<file path="config.mk">
export PLATFORM = sky130hd
export DESIGN_NAME = uart_imem_loader
export DESIGN_NICKNAME = d
export VERILOG_FILES = /design/src/rtl/uart_imem_loader_pkg.sv /design/src/rtl/uart_imem_loader_rx.sv /design/src/rtl/uart_imem_loader.sv
export SDC_FILE = /design/constraint.sdc
export NUM_CORES = 1
export LEC_CHECK = 0
export BUFFER_PORTS_ARGS = -buffer_cell sky130_fd_sc_hd__buf_2
export CELL_PAD_IN_SITES_DETAIL_PLACEMENT = 1
export CELL_PAD_IN_SITES_GLOBAL_PLACEMENT = 1
export CORE_MARGIN = 2
export CORE_UTILIZATION = 46
export CTS_CLUSTER_DIAMETER = 40
export DETAILED_ROUTE_END_ITERATION = 7
export GPL_TIMING_DRIVEN = 0
export PLACE_DENSITY_LB_ADDON = 0.08
export SLEW_MARGIN = 30
export SYNTH_ARGS = -nofsm -noshare
export SYNTH_HDL_FRONTEND = slang
export SYNTH_HIERARCHICAL = 1
export SYNTH_SLANG_ARGS = --single-unit
</file>
<file path="constraint.sdc">
create_clock -name clk -period 2.6 [get_ports clk]
set_input_delay 0.52 -clock clk [delete_from_list [all_inputs] [get_ports clk]]
set_output_delay 0.52 -clock clk [all_outputs]
set_load 0.1 [all_outputs]
</file>
<file path="src/rtl/uart_imem_loader_pkg.sv">
// Shared definitions for the UART instruction-memory loader.
package uart_imem_loader_pkg;

  // First byte of every program frame.
  localparam logic [7:0] SYNC_BYTE = 8'hA5;

  // States of the framing FSM.
  typedef enum logic [2:0] {
    IDLE = 3'd0,
    SYNC = 3'd1,
    LEN  = 3'd2,
    DATA = 3'd3,
    CSUM = 3'd4,
    DONE = 3'd5,
    ERR  = 3'd6
  } state_t;

  // Clocks per serial bit for a given board clock and baud rate.
  function automatic int calc_clks_per_bit(input int clk_freq, input int baud);
    return clk_freq / baud;
  endfunction

endpackage

</file>
<file path="src/rtl/uart_imem_loader_rx.sv">
// 8N1 byte receiver: input synchronizer, mid-bit timer and LSB-first shifter.
module uart_rx_byte #(
  parameter int CLKS_PER_BIT = 868
) (
  input  logic       clk,
  input  logic       rstn,
  input  logic       rx_i,
  output logic [7:0] byte_o,
  output logic       byte_valid_o,
  output logic       frame_err_o
);

  localparam int CNT_W = $clog2(CLKS_PER_BIT + 1);
  localparam logic [CNT_W-1:0] HALF_M1 = CNT_W'(CLKS_PER_BIT / 2 - 1);
  localparam logic [CNT_W-1:0] FULL_M1 = CNT_W'(CLKS_PER_BIT - 1);

  typedef enum logic [1:0] {RX_IDLE, RX_START, RX_DATA, RX_STOP} rx_state_t;

  logic             r_rx_meta;
  logic             r_rx_sync;
  logic             r_rx_prev;
  rx_state_t        r_state;
  logic [CNT_W-1:0] r_cnt;
  logic [2:0]       r_bit;
  logic [7:0]       r_shift;
  logic             r_valid;
  logic             r_ferr;

  // Two-flop synchronizer plus one delayed copy for falling-edge detection; idle line is high.
  always_ff @(posedge clk or negedge rstn) begin
    if (!rstn) begin
      r_rx_meta <= 1'b1;
      r_rx_sync <= 1'b1;
      r_rx_prev <= 1'b1;
    end else begin
      r_rx_meta <= rx_i;
      r_rx_sync <= r_rx_meta;
      r_rx_prev <= r_rx_sync;
    end
  end

  // Bit timer: start-bit recheck at half a bit, then one sample per bit period.
  always_ff @(posedge clk or negedge rstn) begin
    if (!rstn) begin
      r_state <= RX_IDLE;
      r_cnt   <= '0;
      r_bit   <= '0;
      r_shift <= '0;
      r_valid <= 1'b0;
      r_ferr  <= 1'b0;
    end else begin
      r_valid <= 1'b0;
      r_ferr  <= 1'b0;
      case (r_state)
        RX_IDLE: begin
          r_cnt <= '0;
          r_bit <= '0;
          if (r_rx_prev && !r_rx_sync) r_state <= RX_START;
        end
        RX_START: begin
          if (r_cnt == HALF_M1) begin
            r_cnt   <= '0;
            // A line that is high again at mid start bit was only a glitch.
            r_state <= r_rx_sync ? RX_IDLE : RX_DATA;
          end else begin
            r_cnt <= r_cnt + 1'b1;
          end
        end
        RX_DATA: begin
          if (r_cnt == FULL_M1) begin
            r_cnt   <= '0;
            r_shift <= {r_rx_sync, r_shift[7:1]};
            r_bit   <= r_bit + 1'b1;
            if (r_bit == 3'd7) r_state <= RX_STOP;
          end else begin
            r_cnt <= r_cnt + 1'b1;
          end
        end
        RX_STOP: begin
          if (r_cnt == FULL_M1) begin
            r_cnt   <= '0;
            r_valid <= r_rx_sync;
            r_ferr  <= !r_rx_sync;
            r_state <= RX_IDLE;
          end else begin
            r_cnt <= r_cnt + 1'b1;
          end
        end
        default: r_state <= RX_IDLE;
      endcase
    end
  end

  assign byte_o       = r_shift;
  assign byte_valid_o = r_valid;
  assign frame_err_o  = r_ferr;

endmodule

</file>
<file path="src/rtl/uart_imem_loader.sv">
// Program loader: parses the serial frame and writes 32-bit words into instruction memory.
module uart_imem_loader
  import uart_imem_loader_pkg::*;
#(
  parameter int CLK_FREQ     = 100000000,
  parameter int BAUD         = 115200,
  parameter int ADDR_W       = 7,
  parameter int CLKS_PER_BIT = calc_clks_per_bit(CLK_FREQ, BAUD)
) (
  input  logic              clk,
  input  logic              rstn,
  input  logic              rx_i,
  input  logic              load_en_i,
  output logic              imem_we_o,
  output logic [ADDR_W-1:0] imem_addr_o,
  output logic [31:0]       imem_wdata_o,
  output logic              cpu_hold_o,
  output logic              done_o,
  output logic              err_o,
  output logic [ADDR_W:0]   word_cnt_o
);

  localparam int LEN_W = ADDR_W + 1;
  localparam int MAX_WORDS = 1 << ADDR_W;

  logic [7:0] w_byte;
  logic       w_byte_valid;
  logic       w_frame_err;
  logic       w_load_rise;
  logic       w_len_bad;

  uart_rx_byte #(
    .CLKS_PER_BIT(CLKS_PER_BIT)
  ) u_rx (
    .clk         (clk),
    .rstn        (rstn),
    .rx_i        (rx_i),
    .byte_o      (w_byte),
    .byte_valid_o(w_byte_valid),
    .frame_err_o (w_frame_err)
  );

  state_t            r_state;
  logic              r_load_en_prev;
  logic              r_we;
  logic [ADDR_W-1:0] r_addr;
  logic [31:0]       r_wdata;
  logic [31:0]       r_word;
  logic [1:0]        r_byte_idx;
  logic [7:0]        r_csum;
  logic [LEN_W-1:0]  r_len;
  logic [LEN_W-1:0]  r_word_cnt;
  logic              r_hold;
  logic              r_done;
  logic              r_err;

  assign w_load_rise = load_en_i && !r_load_en_prev;
  assign w_len_bad   = (w_byte == 8'd0) || (32'(w_byte) > 32'(MAX_WORDS));

  // Framing FSM with word assembly and write strobe; all outputs registered.
  always_ff @(posedge clk or negedge rstn) begin
    if (!rstn) begin
      r_state        <= IDLE;
      r_load_en_prev <= 1'b0;
      r_we           <= 1'b0;
      r_addr         <= '0;
      r_wdata        <= '0;
      r_word         <= '0;
      r_byte_idx     <= '0;
      r_csum         <= '0;
      r_len          <= '0;
      r_word_cnt     <= '0;
      r_hold         <= 1'b0;
      r_done         <= 1'b0;
      r_err          <= 1'b0;
    end else begin
      r_load_en_prev <= load_en_i;
      r_we           <= 1'b0;
      case (r_state)
        IDLE: begin
          if (w_load_rise) begin
            r_state    <= SYNC;
            r_hold     <= 1'b1;
            r_done     <= 1'b0;
            r_err      <= 1'b0;
            r_word_cnt <= '0;
            r_byte_idx <= '0;
            r_csum     <= '0;
          end
        end
        SYNC, LEN, DATA, CSUM: begin
          // Abort wins over everything, including a write due this cycle.
          if (!load_en_i) begin
            r_state <= IDLE;
            r_hold  <= 1'b0;
          end else if (w_frame_err && (r_state != SYNC)) begin
            r_state <= ERR;
            r_err   <= 1'b1;
          end else if (w_byte_valid) begin
            case (r_state)
              SYNC: begin
                if (w_byte == SYNC_BYTE) r_state <= LEN;
              end
              LEN: begin
                if (w_len_bad) begin
                  r_state <= ERR;
                  r_err   <= 1'b1;
                end else begin
                  r_len   <= LEN_W'(w_byte);
                  r_state <= DATA;
                end
              end
              DATA: begin
                r_csum     <= r_csum ^ w_byte;
                r_word     <= {w_byte, r_word[31:8]};
                r_byte_idx <= r_byte_idx + 2'd1;
                if (r_byte_idx == 2'd3) begin
                  r_we       <= 1'b1;
                  r_addr     <= r_word_cnt[ADDR_W-1:0];
                  r_wdata    <= {w_byte, r_word[31:8]};
                  r_word_cnt <= r_word_cnt + LEN_W'(1);
                  if ((r_word_cnt + LEN_W'(1)) == r_len) r_state <= CSUM;
                end
              end
              CSUM: begin
                if (w_byte == r_csum) begin
                  r_state <= DONE;
                  r_done  <= 1'b1;
                end else begin
                  r_state <= ERR;
                  r_err   <= 1'b1;
                end
              end
              default: ;
            endcase
          end
        end
        DONE, ERR: begin
          if (!load_en_i) begin
            r_state <= IDLE;
            r_hold  <= 1'b0;
          end
        end
        default: r_state <= IDLE;
      endcase
    end
  end

  assign imem_we_o    = r_we;
  assign imem_addr_o  = r_addr;
  assign imem_wdata_o = r_wdata;
  assign cpu_hold_o   = r_hold;
  assign done_o       = r_done;
  assign err_o        = r_err;
  assign word_cnt_o   = r_word_cnt;

endmodule

</file>
---- Yosys cells after proc, flatten, opt, wreduce, memory -nomap -nowiden ----
Cells that the tools add are included.
operators by class
  magnitude comparators ................... 1
  add/sub/neg operators ................... 4
  equality and inequality tests ........... 41
  bitwise logic cells ..................... 3
  muxes and demuxes ....................... 69
  reductions and logical operators ........ 28
operators with widths
  operator                                                                  count
  8-bit two-way mux                                                         10
  8-bit case mux with 2 select lines                                        2
  3-bit two-way mux                                                         10
  10-bit case mux with 3 select lines                                       1
  7-bit AND reduction                                                       4
  2-bit two-way mux                                                         12
  1-bit two-way mux                                                         23
  10-bit two-way mux                                                        2
  2-bit inequality test (second input constant)                             9
  6-bit AND reduction                                                       3
  8-bit == test                                                             2
  5-bit inequality test (second input constant)                             3
  3-bit == test (second input constant)                                     4
  2-bit by 1-bit inequality test with 1-bit output (second input constant)  6
  4-bit inequality test (second input constant)                             3
  3-bit case mux with 4 select lines                                        1
  10-bit by 1-bit adder with 10-bit output (second input constant)          1
  10-bit == test (second input constant)                                    1
  10-bit by 9-bit == test with 1-bit output (second input constant)         1
  5-bit AND reduction                                                       2
  3-bit case mux with 3 select lines                                        1
  8-bit by 1-bit adder with 8-bit output (second input constant)            1
  8-bit == test (second input constant)                                     1
  8-bit greater-than comparator (second input constant)                     1
  other kinds (28)                                                          42
storage, ports and cells
  output and inout bits ................... 51
  flip-flop bits (word level) ............. 133
  logic and storage cells ................. 168

---- Depth between registers and ports, before layout ----
  depth after elaboration ................. 9
  mapped depth ............................ 8
  mapped depth without buffers ............ 7

---- Modules after synthesis ----
Netlist, hierarchy kept.
by module, submodules not included
  module            times used  area each (µm²)  cells each
  uart_imem_loader  1           4,410.5          498
  uart_rx_byte      1           1,381.3          114

---- Worst setup path after synthesis ----
OpenSTA, ideal clock, no wires.
  kind .................................... reg-to-reg
  from .................................... reg r_word_cnt[0] (netlist: word_cnt_o[0])
  to ...................................... reg, netlist name r_state[0]
  setup time .............................. 0.125 ns
  arrival ................................. 2.615 ns
  slack ................................... -0.140 ns
  stages on the path, launching flop included .. 8
  required time ........................... 2.475 ns
  cell sequence ........................... dfrtp_1 -> ha_1 -> xnor2_1 -> xnor2_1 -> a31oi_1 -> nand4_1 -> o41a_1 -> mux2_4
RTL lines
  item                    RTL line                 RTL
  from (decl)             uart_imem_loader.sv:52   logic [LEN_W-1:0] r_word_cnt;
  from (signal assigned)  uart_imem_loader.sv:121  r_word_cnt <= r_word_cnt + LEN_W'(1);

---- Worst setup path after layout ----
  from .................................... reg u_rx.r_shift[3] (netlist: u_rx/byte_o[3])
  to ...................................... reg r_len[0]
on the way
  word-level cells in the longest chain between the ends .. 4
RTL lines
  item                                                                       RTL line                   RTL
  from (decl)                                                                uart_imem_loader_rx.sv:25  logic [7:0] r_shift;
  from (signal assigned)                                                     uart_imem_loader_rx.sv:72  r_shift <= {r_rx_sync, r_shift[7:1]};
  8-bit greater-than comparator / 8-bit logical NOT (equally long branches)  uart_imem_loader.sv:58     assign w_len_bad = (w_byte == 8'd0) || (32'(w_byte) > 32'(MAX_WORDS));
  1-bit logical OR (*)                                                       uart_imem_loader.sv:58
  1-bit inverter (no line) (*)                                               --
  6-bit AND reduction (no line) (*)                                          --
  to (signal assigned)                                                       uart_imem_loader.sv:109    r_len <= LEN_W'(w_byte);
  to (decl)                                                                  uart_imem_loader.sv:51     logic [LEN_W-1:0] r_len;
Mark *: on every way between the ends. The rest lies on a longest branch, timed or not.
A chain may end at the register's enable or synchronous reset.

==> impl_results.md <==
- Die Y: 116 microns
- Maxcap violations: 0
- Remaining DRCs: 0
- Max Fanout on Critical Path: 8
- GRT Overall Usage: 24.7%
- Cell Chain, Critical Path: or4_1 -> nor4_1 -> xor2_1 -> buf_4 -> nor3_4 -> buf_12 -> mux2_2
- Synthesized Nets: 622
- Largest net degree at the start of global routing: 67
- Most used flip-flop cell after synthesis: dfrtp_1
- Area of the multi-input gates: 2490 sq um
- Finish-stage setup viols: 0
- Initial Util: 47.6%
- Final Max Slew Viols: 0
- Hold WS: 0.0381 ns
- Post-DP Area: 6320 sq um
- Post-Syn Area per Cell: 9.46 sq um
- HPWL after detailed placement: 10200 microns
- Hold/Removal Path Class: input port to asynchronous set/reset pin
- Fmax: 404 MHz
- CTS Root Cell: clkbuf_16
- Layout area overhead: 21.0%
- Core area: 12200 sq um
- CP top delay family: simple AND/OR/NAND/NOR gates
- Post-Layout Cell Count: 872
- Critical path arrival: 2.78 ns
- Vias in the first global route: 5024
- CTS Sinks: 125
- Initial DRC count: 184
- Post-synth cell types: 59
- Fillers: 1436
- Number of synthesized flops with an enable pin: 0
- Congestion Overflow GR: 0
- # port buffers: 54
- H-tree level count: 4
- Startpoint Class: flip-flop
- Post-layout min period: 2.48 ns
- Top cell type's share of synthesized area: 52.7%
- Final Hold Fails: 0
- Placed Cells: 835
- Kind of critical path: flip-flop to flip-flop
- Buf+Inv Stages, Crit Path: 2
- Tcrit/Tclk final: 95.2%
- Most frequent cell after synthesis: nand2_1
- Vias per Instance: 5.51
- Rows: 40
- Max VDD drop: 0.588 mV
- Drt wl/cell: 18.0 microns
- Required @ worst endpoint: 2.90 ns
- Commonest cells in the synthesized netlist: 222 x nand2_1, 122 x dfrtp_1, 38 x o21ai_0, 25 x clkbuf_1, 17 x xnor2_1
- CTS tree: built
- Worst-Margin Slew: 0.774 ns
- Pre-antenna DRT Iters: 5
- Final GP Congestion: 0.862
- Fin area: 7010 sq um
- Fin Setup TNS: 0 ns
- Clk_skew: 0.00799 ns
- Synth async-reset ratio: 100%
- Mapped Cells: 612
- Clk Latency, worst-skew pair: 0.42 ns
- Global-route wire length before repair: 25600 microns
- Total number of vias: 4807
- Slowest cell on the critical path: or4_1
- Setup crit end kind: flip-flop
- Ys Warns: 6
- Total CTS buffers: 17
- Synth Register Bits: 125
- Worst relative slew slack: 48.1%
- I/O Pins: 55
- Leakage: 3.62 nW
- WL final: 15700 microns
- Clk slew on worst S/H paths: 0.06 ns
- Status: complete, no violations
- CTS Buffer Depth: 2
- Utilization after layout: 57.6%
- Post-synthesis sequential area ratio: 54.1%
- Die Footprint: 13500 sq um
- Antenna violations before repair: 0
- Slowest stage delay, CP: 0.55 ns
- Power density over the cells: 822 nW/um^2
- Die width: 116 microns
- Antenna Cells: 0
- Post-synth top area cell: dfrtp_1
- Top cells by area, synth: dfrtp_1 53%, nand2_1 14%, o21ai_0 3.3%
- Post-detailed-route count of antenna-violating nets: 0
- Fin nets: 701
- Cell Area, Synth: 5790 sq um
- FF/Latch Area: 3140 sq um
- Layout cells sized above 1: 18.5%
routing by layer:
metal / up-vias / part of all wire (%) / GRT usage, %
met3: 27 / 3.7 / 4.57
met2: 109 / 51 / 42.5
met1: 2436 / 44 / 30.8
li1: 2235 / - / -
met5: - / 0 / 0
met4: 0 / 2.1 / 10.1
power breakdown:
group          internal (W)  total, W  switching, W
clock network       0.00159   0.00251      0.000920
registers           0.00205   0.00217      0.000123
logic              0.000363   0.00107      0.000712
total               0.00401   0.00576       0.00175
cell families (layout without fill, tap and decap cells):
logic type / count (synthesis) / after routing / synth area share [%]
adder cells (fa/ha/maj): 6 / 6 / 1.30
AND/OR/NAND/NOR: 298 / 298 / 22.4
AO/OA/AOI/OAI: 94 / 94 / 10.9
buffers and inverters: 44 / 136 / 3.13
flip-flops: 125 / 125 / 54.1
XOR/XNOR: 25 / 25 / 3.78
multiplexers: 20 / 20 / 4.43
worst paths after layout:
kind	startpoint	endpoint	slack, ns	cells after the start
min in group clk	rx_i	u_rx/r_rx_meta$_DFF_PN1_	0.19	1
min	rstn	imem_addr_o[4]$_DFFE_PN0P_	0.04	1
max	u_rx/byte_o[3]$_DFFE_PN0P_	r_len[0]$_DFFE_PN0P_	0.12	7
max in group asynchronous	rstn	u_rx/r_rx_prev$_DFF_PN1_	1.85	2
max reg2reg	u_rx/byte_o[3]$_DFFE_PN0P_	r_len[0]$_DFFE_PN0P_	0.12	7
min reg2reg	u_rx/r_rx_meta$_DFF_PN1_	u_rx/r_rx_sync$_DFF_PN1_	0.36	0
registers in the layout, indices dropped and copies added (netlist names), 2 cells and up, named ones only:
register	flops
imem_addr_o	7
imem_wdata_o	32
r_byte_idx	2
r_csum	8
r_len	8
r_state	3
r_word	24
u_rx/byte_o	8
u_rx/r_bit	3
u_rx/r_cnt	10
word_cnt_o	8
through the flow:
step | setup WS [ns] | power, W
floorplan | 0.0786 | 0.00292
global placement | -0.836 | 0.00314
detailed placement | 0.00406 | 0.00320
CTS | 0.00260 | 0.00573
global route | -0.0106 | 0.00598
finish | 0.124 | 0.00576
repair_timing:
item                                    in CTS  in global routing
gates resized for setup                      1                  3
buffers inserted                             0                  5
pin swaps                                    1                  2
endpoints found under the setup margin       9                 10
hold buffers                                 0                  0
cell type report:
class | instances | share of cell area [%]
plain buffers | 32 | 1.95
clock buffers | 20 | 6.66
clock inverters | 12 | 2.29
inverters | 12 | 0.643
multi-input cells | 443 | 35.5
flip-flops and latches | 125 | 44.8
well taps | 168 | 3.00
repair buffers | 60 | 5.11
cells in the final DEF, fill, tap and decap left out, types with 3 or more instances in the layout:
master,Yosys,layout
nor4_1,5,4
nor2_1,12,12
clkbuf_16,0,17
a21oi_1,10,10
dfstp_2,3,3
buf_1,4,4
bufinv_16,0,3
nand2_1,222,222
clkbuf_8,0,3
o311ai_0,4,4
a22oi_1,6,6
o31ai_1,6,6
xnor2_1,17,17
inv_1,11,11
nand4_1,4,4
o21ai_0,38,38
clkinv_4,0,4
buf_4,0,4
and3_1,5,5
o41ai_1,4,4
dfrtp_2,0,7
mux2_4,9,9
and2_1,3,3
a31oi_1,3,3
nor2b_1,6,6
or4_1,5,5
buf_2,1,54
mux2_2,9,9
nand2b_1,7,7
ha_1,6,6
o311a_1,3,3
clkbuf_1,25,25
dfrtp_1,122,115
or3_1,4,4
xor2_1,8,8
nand3_1,12,12
Power figures use the tool's default switching activity.
